--- src/rtl/seq_pattern_tx.sv ---
// Purpose: serial pattern transmitter that shifts a latched pattern MSB first, repeats it, and counts the detector's match pulses.
// Latency: start accepted at edge k puts the first bit on sout in cycle k+1; done pulses in the cycle after the last bit.
// Backpressure: none; start is taken only in IDLE and never queued, and abort cancels a run in progress.
// Optional feature: SEQ_TX_GAP_EN inserts one sout=0 separator cycle between consecutive repetitions.
module seq_pattern_tx #(
  parameter int PAT_W = 8,
  parameter int REP_W = 4,
  parameter int HIT_W = 8
) (
  input  logic             clk,
  input  logic             reset,
  input  logic             start,
  input  logic             abort,
  input  logic [PAT_W-1:0] pattern,
  input  logic [REP_W-1:0] reps,
  input  logic             match_in,
  output logic             sout,
  output logic             busy,
  output logic             done,
  output logic [HIT_W-1:0] hits
);

  localparam int BW = $clog2(PAT_W);
  localparam logic [BW-1:0] BIT_LAST = BW'(PAT_W - 1);

  typedef enum logic [1:0] {
    IDLE  = 2'd0,
    SHIFT = 2'd1,
    DONE  = 2'd2
`ifdef SEQ_TX_GAP_EN
    , GAP = 2'd3
`endif
  } state_t;

  state_t           state, state_d;
  logic [PAT_W-1:0] shreg, shreg_d;
  logic [PAT_W-1:0] pat_q, pat_d;
  logic [BW-1:0]    bitcnt, bitcnt_d;
  logic [REP_W-1:0] repcnt, repcnt_d;
  logic [HIT_W-1:0] hit_q, hit_d;

  // Register all state; reset parks the block in IDLE with everything cleared.
  always_ff @(posedge clk or posedge reset) begin
    if (reset) begin
      state  <= IDLE;
      shreg  <= '0;
      pat_q  <= '0;
      bitcnt <= '0;
      repcnt <= '0;
      hit_q  <= '0;
    end else begin
      state  <= state_d;
      shreg  <= shreg_d;
      pat_q  <= pat_d;
      bitcnt <= bitcnt_d;
      repcnt <= repcnt_d;
      hit_q  <= hit_d;
    end
  end

  // Next-state logic: sequencing of bits and repetitions plus saturating hit counting.
  always_comb begin
    state_d  = state;
    shreg_d  = shreg;
    pat_d    = pat_q;
    bitcnt_d = bitcnt;
    repcnt_d = repcnt;
    hit_d    = hit_q;

    // Matches count in every non-IDLE state; DONE gives one cycle of slack for a late Mealy match.
    if (state != IDLE && match_in && hit_q != {HIT_W{1'b1}})
      hit_d = hit_q + HIT_W'(1);

    case (state)
      IDLE: begin
        if (start) begin
          shreg_d  = pattern;
          pat_d    = pattern;
          repcnt_d = (reps == '0) ? REP_W'(1) : reps;
          bitcnt_d = BIT_LAST;
          hit_d    = '0;
          state_d  = SHIFT;
        end
      end
      SHIFT: begin
        if (abort) begin
          state_d = IDLE;
        end else begin
          shreg_d = shreg << 1;
          if (bitcnt != '0) begin
            bitcnt_d = bitcnt - BW'(1);
          end else if (repcnt > REP_W'(1)) begin
            repcnt_d = repcnt - REP_W'(1);
            shreg_d  = pat_q;
            bitcnt_d = BIT_LAST;
`ifdef SEQ_TX_GAP_EN
            state_d  = GAP;
`else
            state_d  = SHIFT;
`endif
          end else begin
            state_d = DONE;
          end
        end
      end
`ifdef SEQ_TX_GAP_EN
      GAP: begin
        state_d = abort ? IDLE : SHIFT;
      end
`endif
      DONE: begin
        state_d = IDLE;
      end
      default: begin
        state_d = IDLE;
      end
    endcase
  end

  // Outputs decode from registered state only, so no input reaches an output combinationally.
  assign sout = (state == SHIFT) & shreg[PAT_W-1];
`ifdef SEQ_TX_GAP_EN
  assign busy = (state == SHIFT) | (state == GAP);
`else
  assign busy = (state == SHIFT);
`endif
  assign done = (state == DONE);
  assign hits = hit_q;

endmodule

--- config.mk ---
export PLATFORM = sky130hd
export DESIGN_NAME = seq_pattern_tx
export DESIGN_NICKNAME = d
export VERILOG_FILES = /design/src/rtl/seq_pattern_tx.sv
export SDC_FILE = /design/constraint.sdc
export NUM_CORES = 1
export LEC_CHECK = 0
export ABC_CLOCK_PERIOD_IN_PS = 5800
export CAP_MARGIN = 20
export CORE_ASPECT_RATIO = 2
export CORE_MARGIN = 3
export CORE_UTILIZATION = 30
export CTS_BUF_LIST = sky130_fd_sc_hd__clkbuf_4 sky130_fd_sc_hd__clkbuf_8
export DETAILED_ROUTE_END_ITERATION = 6
export GPL_TIMING_DRIVEN = 0
export PLACE_DENSITY = 0.47
export SYNTH_ARGS = -nofsm -noshare
export SYNTH_HDL_FRONTEND = slang
export SYNTH_SLANG_ARGS = --single-unit
--- constraint.sdc ---
create_clock -name clk -period 5.8 [get_ports clk]
set_input_delay 0.58 -clock clk [delete_from_list [all_inputs] [get_ports clk]]
set_output_delay 0.58 -clock clk [all_outputs]
set_load 0.02 [all_outputs]
Yosys cells after proc, flatten, opt, wreduce, memory -nomap -nowiden. Cells that the tools add are included.

Register bits after elaboration: 33. Word-level logic and storage cells: 56. Input bits: 17. Output and inout port bits: 11.

Equality and inequality tests: 9. Reduce and logical (&&, ||, !) cells: 12. Magnitude comparators: 1. Muxes and demuxes: 24. Bitwise gates (word level): 1. $add $sub $neg: 3.

Operator list (count): 8-bit 2-to-1 mux (7); 4-bit 2-to-1 mux (5); 8-bit one-hot mux with 2 select lines (1); 3-bit 2-to-1 mux (4); 8-bit by 1-bit adder with 8-bit output (second input constant) (1); 2-bit 2-to-1 mux (4); 8-bit != test (second input constant) (1); 4-bit one-hot mux with 2 select lines (1); 2-bit != test (second input constant) (3); 3-bit one-hot mux with 2 select lines (1); 5-bit AND reduction (1); 4-bit by 1-bit > comparator with 1-bit output (second input constant) (1); 4-bit logical NOT (1); 2-bit one-hot mux with 2 select lines (1); 2-bit AND reduction (2); 4-bit AND reduction (1); 2-bit nonzero test (2); 4-bit by 1-bit subtractor with 4-bit output (second input constant) (1); 3-bit by 1-bit != test with 1-bit output (second input constant) (1); 3-bit != test (second input constant) (1); 3-bit AND reduction (1); 3-bit nonzero test (1); 3-bit by 1-bit subtractor with 3-bit output (second input constant) (1); 2-bit by 1-bit equality test with 1-bit output (second input constant) (1); other kinds (5) (6).

Longest topological paths before layout. Gate-level depths: netlist of run 1.

Word-level depth: 6. Gate-level depth with buffers: 7. Depth with buffers taken out: 6.

Worst setup path before layout of run 1. Ideal clock, no wire load.

Kind: register to register. Start point: register repcnt[0]. End point: register shreg[2]. Slack: 3908 ps. Arrival time: 1796 ps. Library setup time: 95 ps. Period minus slack after synthesis: 1892 ps. Data required time: 5705 ps. Stages on the path, launching flop included: 8. Path buffers: 1. Cell sequence: dfrtp_1 > inv_1 > ha_1 > or2_1 > buf_6 > a21oi_4 > mux2_2 > o31ai_1.

Word-level cells in the longest chain between the ends: 5.

RTL lines: start, declared (line 39) `logic [REP_W-1:0] repcnt, repcnt_d;`; start signal, assigned (line 56) `repcnt <= repcnt_d;`; 4-bit by 1-bit > comparator with 1-bit output (line 92) `end else if (repcnt > REP_W'(1)) begin`; 8-bit 2-to-1 mux (line 92); 8-bit 2-to-1 mux (line 90) `if (bitcnt != '0) begin`; 8-bit 2-to-1 mux (line 86) `if (abort) begin`; 8-bit one-hot mux with 2 select lines (line 74) `case (state)`; end signal, assigned (line 53) `shreg <= shreg_d;`; end, declared (line 36) `logic [PAT_W-1:0] shreg, shreg_d;`.

Every way passes these cells. The select of a mux whose other input is x is not followed. A chain may end at the register's enable or synchronous reset.

Final worst setup path of run 1.
Start point: register state[1]. End point: output sout.

Word-level cells in the longest chain between the ends: 2.

RTL lines: start, declared (line 35) `state_t state, state_d;`; start signal, assigned (line 52) `state <= state_d;`; 2-bit by 1-bit equality test with 1-bit output (line 121) `assign sout = (state == SHIFT) & shreg[PAT_W-1];`; 1-bit AND (line 121); end, declared (line 17) `output logic sout,`.

Every way passes these cells.

==> results of run 1 <==
cell usage after synthesis, types with 2 or more instances:
cell type  instances  share of area (%)
o21ai_0            6                1.6
or3_1              2               0.67
buf_2              5                1.3
and2_1             3                1.0
dfrtp_1           33                 44
nand3_1            2               0.54
a31oi_1            5                1.7
and3_1             2               0.67
nand2_1           41                8.2
mux2i_1            3                1.6
clkbuf_1           3               0.60
o31ai_1            6                2.4
ha_1               5                3.3
buf_4              2               0.80
inv_1              5                1.0
o22a_1             4                1.9
nor2b_1            4                1.3
nor3_1             6                1.6
nor2_1            21                4.2
a21oi_1           13                3.5
mux2_2             6                3.6
o211a_1            2                1.1
worst max-delay path by stage:
stage	startpoint	to	slack (ns)	depth (start not counted)
finish	state[1]$_DFFE_PP0P_	sout	3.11	6
global route	state[0]$_DFFE_PP0P_	sout	3.00	6
CTS	state[1]$_DFFE_PP0P_	sout	3.08	6
detailed placement	state[1]$_DFFE_PP0P_	sout	3.41	6
global placement	state[1]$_DFFE_PP0P_	sout	3.41	6
floorplan	repcnt[0]$_DFFE_PP0P_	shreg[2]$_DFFE_PP0P_	3.91	7
critical path, stage by stage (launching register included):
cell and delay (ns):
dfrtp_1 0.42, nand2b_1 0.18, buf_4 0.20, inv_2 0.08, buf_4 0.18, and2_1 0.16
clkdlybuf4s50_1 0.60
layer usage:
layer  global-route usage, %  share of wire [%]  wire [um]
met2                    24.0                 53       2560
met4                    6.91                2.5        123
met1                    18.4                 42       2030
met3                    3.40                2.7        129
met5                       0                  0          0
final cells by class:
class                      instances  area share, %
inverter                           6          0.969
sequential                        33           35.5
multi-input combinational        154           41.0
clock buffer                       7           3.88
tap                               63           3.39
buffer                            12           2.91
timing repair buffer              28           12.3
cells by family (layout without fill, tap and decap cells):
kind of cell | Yosys count | after routing
xor gates and xnor gates | 1 | 1
and+or+nand+nor | 90 | 90
buffers and inverters | 18 | 53
muxes | 9 | 9
AOI/OAI and AO/OA | 49 | 49
adders and majority gates | 5 | 5
DFF | 33 | 33
stage by stage:
stage	setup WS, ns	hold slack, ns	power [mW]
after floorplan	3.91	0.440	0.481
after global placement	3.41	0.458	0.556
after detailed placement	3.41	0.462	0.560
after CTS	3.08	0.479	0.748
after global routing	3.00	0.499	0.792
final	3.11	0.471	0.730
registers in the layout, summed over array words and instances (netlist names):
signal	flops
bitcnt	3
hits	8
pat_q	8
repcnt	4
shreg	8
state	2
power breakdown:
group	leakage [nW]	total [mW]	switching (mW)	internal, mW
clock network	0.0477	0.179	0.0798	0.0987
logic	0.606	0.228	0.123	0.105
registers	0.407	0.324	0.0412	0.282
total	1.06	0.730	0.244	0.487
==> summary.txt, run 1 <==
status - finished, final reports clean
placer congestion estimate - 0.765
number of antenna violations at the first check in global routing - 0
total die area - 0.00727 sq mm
fillcell total - 632
worst-skew pair later-pin latency - 0.28 ns
wire length after detailed routing - 4830 um
period utilization - 46.3%
Peak VDD IR - 0.000166 V
Critical Path Sink Type - output port
top_reg_cell synth - dfrtp_1
Hold Crit Class - flip-flop to flip-flop
multiplexer share of the synthesized area - 5.22%
reg2reg end - shreg[6]$_DFFE_PP0P_
Wirelength per Cell - 16.0 um
FF-to-FF Start - repcnt[0]$_DFFE_PP0P_
Post-Synth Simple-Gate Area - 22.2%
worst-case reg-to-reg path depth - 7
total track usage - 15.0%
Reg area - 826 sq um
largest family of logic cells by synthesized area - simple AND/OR/NAND/NOR gates
clock-pin slew on the worst setup and hold paths - 0.06 ns
Final Hold Viols - 0
Hold Crit Start - shreg[7]$_DFFE_PP0P_
routed via count divided by cell count - 5.14
sequential area share after synthesis - 44.2%
Post-CTS Setup Inserts - 0
n_diodes - 0
multi-input logic area - 953 sq um
clock skew - 0.00273 ns
slew margin rel. - 43.2%
CP Class - flip-flop to output port
clk sinks - 33
Syn Area/Cell - 9.12 sq um
Nets - 262
first-pass GRT wire length - 8050 um
Synth Area in Compound Gates - 19.8%
routed via count - 1,556
post-synth cell types - 48
synth warn - 0
fin util - 38.7%
drc violations - 0
Mapped Cells - 205
crit path launch type - flip-flop
Synth-to-Final Area Change - 24.3%
maximum clock rate - 0.372 GHz
Die Y - 118 um
adder-cell share of the synthesized area - 3.35%
Clock Path Buffers - 2
vias in the first global route - 1,571
most common cell after layout, fill and taps aside - nand2_1
Syn Nets - 227
die width - 61.8 um
Buffers on Ports - 27
# setup viols final - 0
share of cells above drive strength 1 - 12.9%
Final Cell Area - 0.00232 sq mm
cell area after synthesis - 0.00187 sq mm
xor and xnor area share after synthesis - 0.469%
crit-path max FO - 10
cts hold-fix bufs - 0
Inst Count DP - 296
initial core utilization - 31.1%
max-cap violations - 0
level count of the clock H-tree - 2
PwrDens - 314 mW/mm^2
Detail Route Antenna Nets - 0
CP arrival - 2.11 ns
Hold Crit Endpoint - shreg[7]$_DFFE_PP0P_
max-slew violations - 0
Data required, critical path - 5.22 ns
Placement Rows - 40
HPWL Detailed - 3470 um
post-route insts no fill - 303
top-level I/O count - 28
Root Buffer Master - clkbuf_8
core area - 0.00601 sq mm
worst-margin pin slew - 0.852 ns
reg2reg setup slack - 3.65 ns
first drt pass iteration count - 5
CTS tree - done
ys async rst share - 100%
leakage - 1.06 nW
total negative setup slack - 0 ns
#FFs+latches synth - 33
min Tclk post-route - 2.69 ns
DP Area - 0.00223 sq mm
number of synthesized flops with an enable pin - 0
Post-CTS Resized - 0
grt total ovfl - 0
most frequent cells in the layout - nand2_1 (41), dfrtp_1 (33), clkdlybuf4s50_1 (27)
RSZ-0062 raised after global routing - no
largest net degree at the start of global routing - 22
initial DRC count - 58
CTS Buf Count - 5
hold path cells - 2
No activity file was read; power rests on OpenSTA's default activity.
==> inputs of run 2 (changes only) <==
--- a/config.mk
+++ b/config.mk
@@ -5,7 +5,7 @@
 export SDC_FILE = /design/constraint.sdc
 export NUM_CORES = 1
 export LEC_CHECK = 0
-export ABC_CLOCK_PERIOD_IN_PS = 5800
+export ABC_CLOCK_PERIOD_IN_PS = 2400
 export CAP_MARGIN = 20
 export CORE_ASPECT_RATIO = 2
 export CORE_MARGIN = 3
@@ -13,7 +13,7 @@
 export CTS_BUF_LIST = sky130_fd_sc_hd__clkbuf_4 sky130_fd_sc_hd__clkbuf_8
 export DETAILED_ROUTE_END_ITERATION = 6
 export GPL_TIMING_DRIVEN = 0
-export PLACE_DENSITY = 0.47
+export PLACE_DENSITY = 0.49
 export SYNTH_ARGS = -nofsm -noshare
 export SYNTH_HDL_FRONTEND = slang
 export SYNTH_SLANG_ARGS = --single-unit
==> constraint.sdc (replaced) <==
create_clock -name clk -period 2.4 [get_ports clk]
set_input_delay 0.24 -clock clk [delete_from_list [all_inputs] [get_ports clk]]
set_output_delay 0.24 -clock clk [all_outputs]
set_load 0.02 [all_outputs]
==> run 2 against run 1 <==
Net effect: global-route usage shrank 1.0 points; cell count grew 0.33%; combinational power grew 140%; sequential power grew 140%.
==> summary.txt, run 2 (same netlist as run 1, synthesis figures left out) <==
status - finished, final reports clean
Final Hold Viols - 0
reg2reg setup slack - 0.22 ns
first-pass GRT wire length - 7620 um
cts hold-fix bufs - 0
top-level I/O count - 28
share of cells above drive strength 1 - 13.3%
Comb power frac - 30.8%
Pint - 1.20 mW
Critical Path Sink Type - output port
max-slew violations - 0
Root Buffer Master - clkbuf_8
die width - 61.8 um
slew margin rel. - 56.8%
vias in the first global route - 1,583
initial DRC count - 27
Clock Path Buffers - 2
most common cell after layout, fill and taps aside - nand2_1
Hold Crit Class - primary input to async pin
# setup viols final - 0
routed via count divided by cell count - 5.18
Synth-to-Final Area Change - 25.7%
Place WS - 0.206 ns
HPWL Detailed - 3530 um
reg2reg end - shreg[3]$_DFFE_PP0P_
number of antenna violations at the first check in global routing - 0
worst-margin pin slew - 0.648 ns
Placement Rows - 40
clock skew - 0.00154 ns
Inst Count DP - 296
PwrDens - 768 mW/mm^2
worst-case reg-to-reg path depth - 7
total track usage - 14.0%
placer congestion estimate - 0.746
most frequent cells in the layout - nand2_1 (41), dfrtp_1 (33), clkdlybuf4s50_1 (26)
Data required, critical path - 2.16 ns
CP Class - flip-flop to output port
Wirelength per Cell - 15.6 um
level count of the clock H-tree - 2
FF-to-FF Start - repcnt[0]$_DFFE_PP0P_
drc violations - 0
CTS tree - done
grt total ovfl - 0
total negative setup slack - 0 ns
multi-input logic area - 953 sq um
Reg area - 826 sq um
maximum clock rate - 0.457 GHz
Clk pwr share - 25.9%
min Tclk post-route - 2.19 ns
switching pwr - 606 uW
crit path launch type - flip-flop
period utilization - 91.1%
routed via count - 1,576
worst-skew pair later-pin latency - 0.28 ns
clk sinks - 33
final setup margin - 0.213 ns
crit-path max FO - 10
leakage - 1.09 nW
post-route insts no fill - 304
fillcell total - 613
initial core utilization - 31.1%
n_diodes - 0
Peak VDD IR - 0.000329 V
total die area - 0.00727 sq mm
clock-pin slew on the worst setup and hold paths - 0.07 ns
first drt pass iteration count - 4
CTS Buf Count - 5
max-cap violations - 0
core area - 0.00601 sq mm
Die Y - 118 um
CP arrival - 1.95 ns
Buffers on Ports - 27
wire length after detailed routing - 4730 um
RSZ-0062 raised after global routing - no
Flop pwr share - 43.4%
switch share - 33.6%
Detail Route Antenna Nets - 0
largest net degree at the start of global routing - 21
Nets - 262
run 2: changes by cell type in the layout (fill, tap and decap cells not counted), sizes merged:
cell           previous run  this run
dlymetal6s2s              0         1
clkinv                    0         1
clkdlybuf4s50            27        26
run 2: layer usage:
layer | global-route usage (%) | share of wire [%]
met1 | 16.7 | 40
met2 | 23.9 | 55
met3 | 2.52 | 3.5
met4 | 5.05 | 1.5
met5 | 0 | 0
run 2: worst max-delay path, stage by stage (launching register included):
cell and delay, ns:
dfrtp_1 0.43, nand2b_1 0.17, buf_4 0.20, inv_2 0.08, buf_4 0.17, clkdlybuf4s50_1 0.61
run 2: through the flow:
stage | power, mW | util (%) | instance area [sq um] | hold WS, ns
CTS | 1.83 | 39.1 | 2350 | 0.360
global route | 1.94 | 39.1 | 2350 | 0.407
finish | 1.80 | 39.1 | 2350 | 0.340
floorplan | 1.16 | - | 1870 | 0.345
global placement | 1.34 | 36.9 | 2220 | 0.454
detailed placement | 1.36 | 37.4 | 2250 | 0.465
run 2: worst max-delay path by stage:
stage                                 to  slack [ns]                   from
finish                              busy        0.21   state[1]$_DFFE_PP0P_
detailed placement  shreg[3]$_DFFE_PP0P_        0.21  repcnt[0]$_DFFE_PP0P_
floorplan           shreg[2]$_DFFE_PP0P_        0.51  repcnt[0]$_DFFE_PP0P_
global route        shreg[3]$_DFFE_PP0P_        0.11  repcnt[0]$_DFFE_PP0P_
CTS                                 sout        0.06   state[1]$_DFFE_PP0P_
global placement    shreg[3]$_DFFE_PP0P_        0.27  repcnt[0]$_DFFE_PP0P_
run 2: area by class of cell:
class	count	share of cell area, %
Buffer	12	2.88
Clock buffer	7	4.10
Clock inverter	1	0.213
Inverter	6	0.958
Multi-Input combinational cell	154	40.6
Sequential cell	33	35.1
Tap cell	63	3.35
Timing Repair Buffer	28	12.8
run 2: power groups by stage:
stage | logic, mW | registers (mW) | clock network, mW
floorplan | 0.379 | 0.785 | 0
global placement | 0.549 | 0.790 | 0
detailed placement | 0.567 | 0.791 | 0
CTS | 0.569 | 0.782 | 0.482
global route | 0.631 | 0.801 | 0.507
finish | 0.555 | 0.783 | 0.466
run 2: what timing repair did:
item,CTS,global route
setup endpoints to repair,0,1
gates resized for setup,0,1
setup buffers,0,0
==> inputs of run 3 (changes only) <==
--- a/config.mk
+++ b/config.mk
@@ -6,7 +6,7 @@
 export NUM_CORES = 1
 export LEC_CHECK = 0
 export ABC_CLOCK_PERIOD_IN_PS = 2400
-export CAP_MARGIN = 20
+export CAP_MARGIN = 25
 export CORE_ASPECT_RATIO = 2
 export CORE_MARGIN = 3
 export CORE_UTILIZATION = 30
==> results of run 3 <==
Final layout, timing and power as in run 2 (identical DEF).
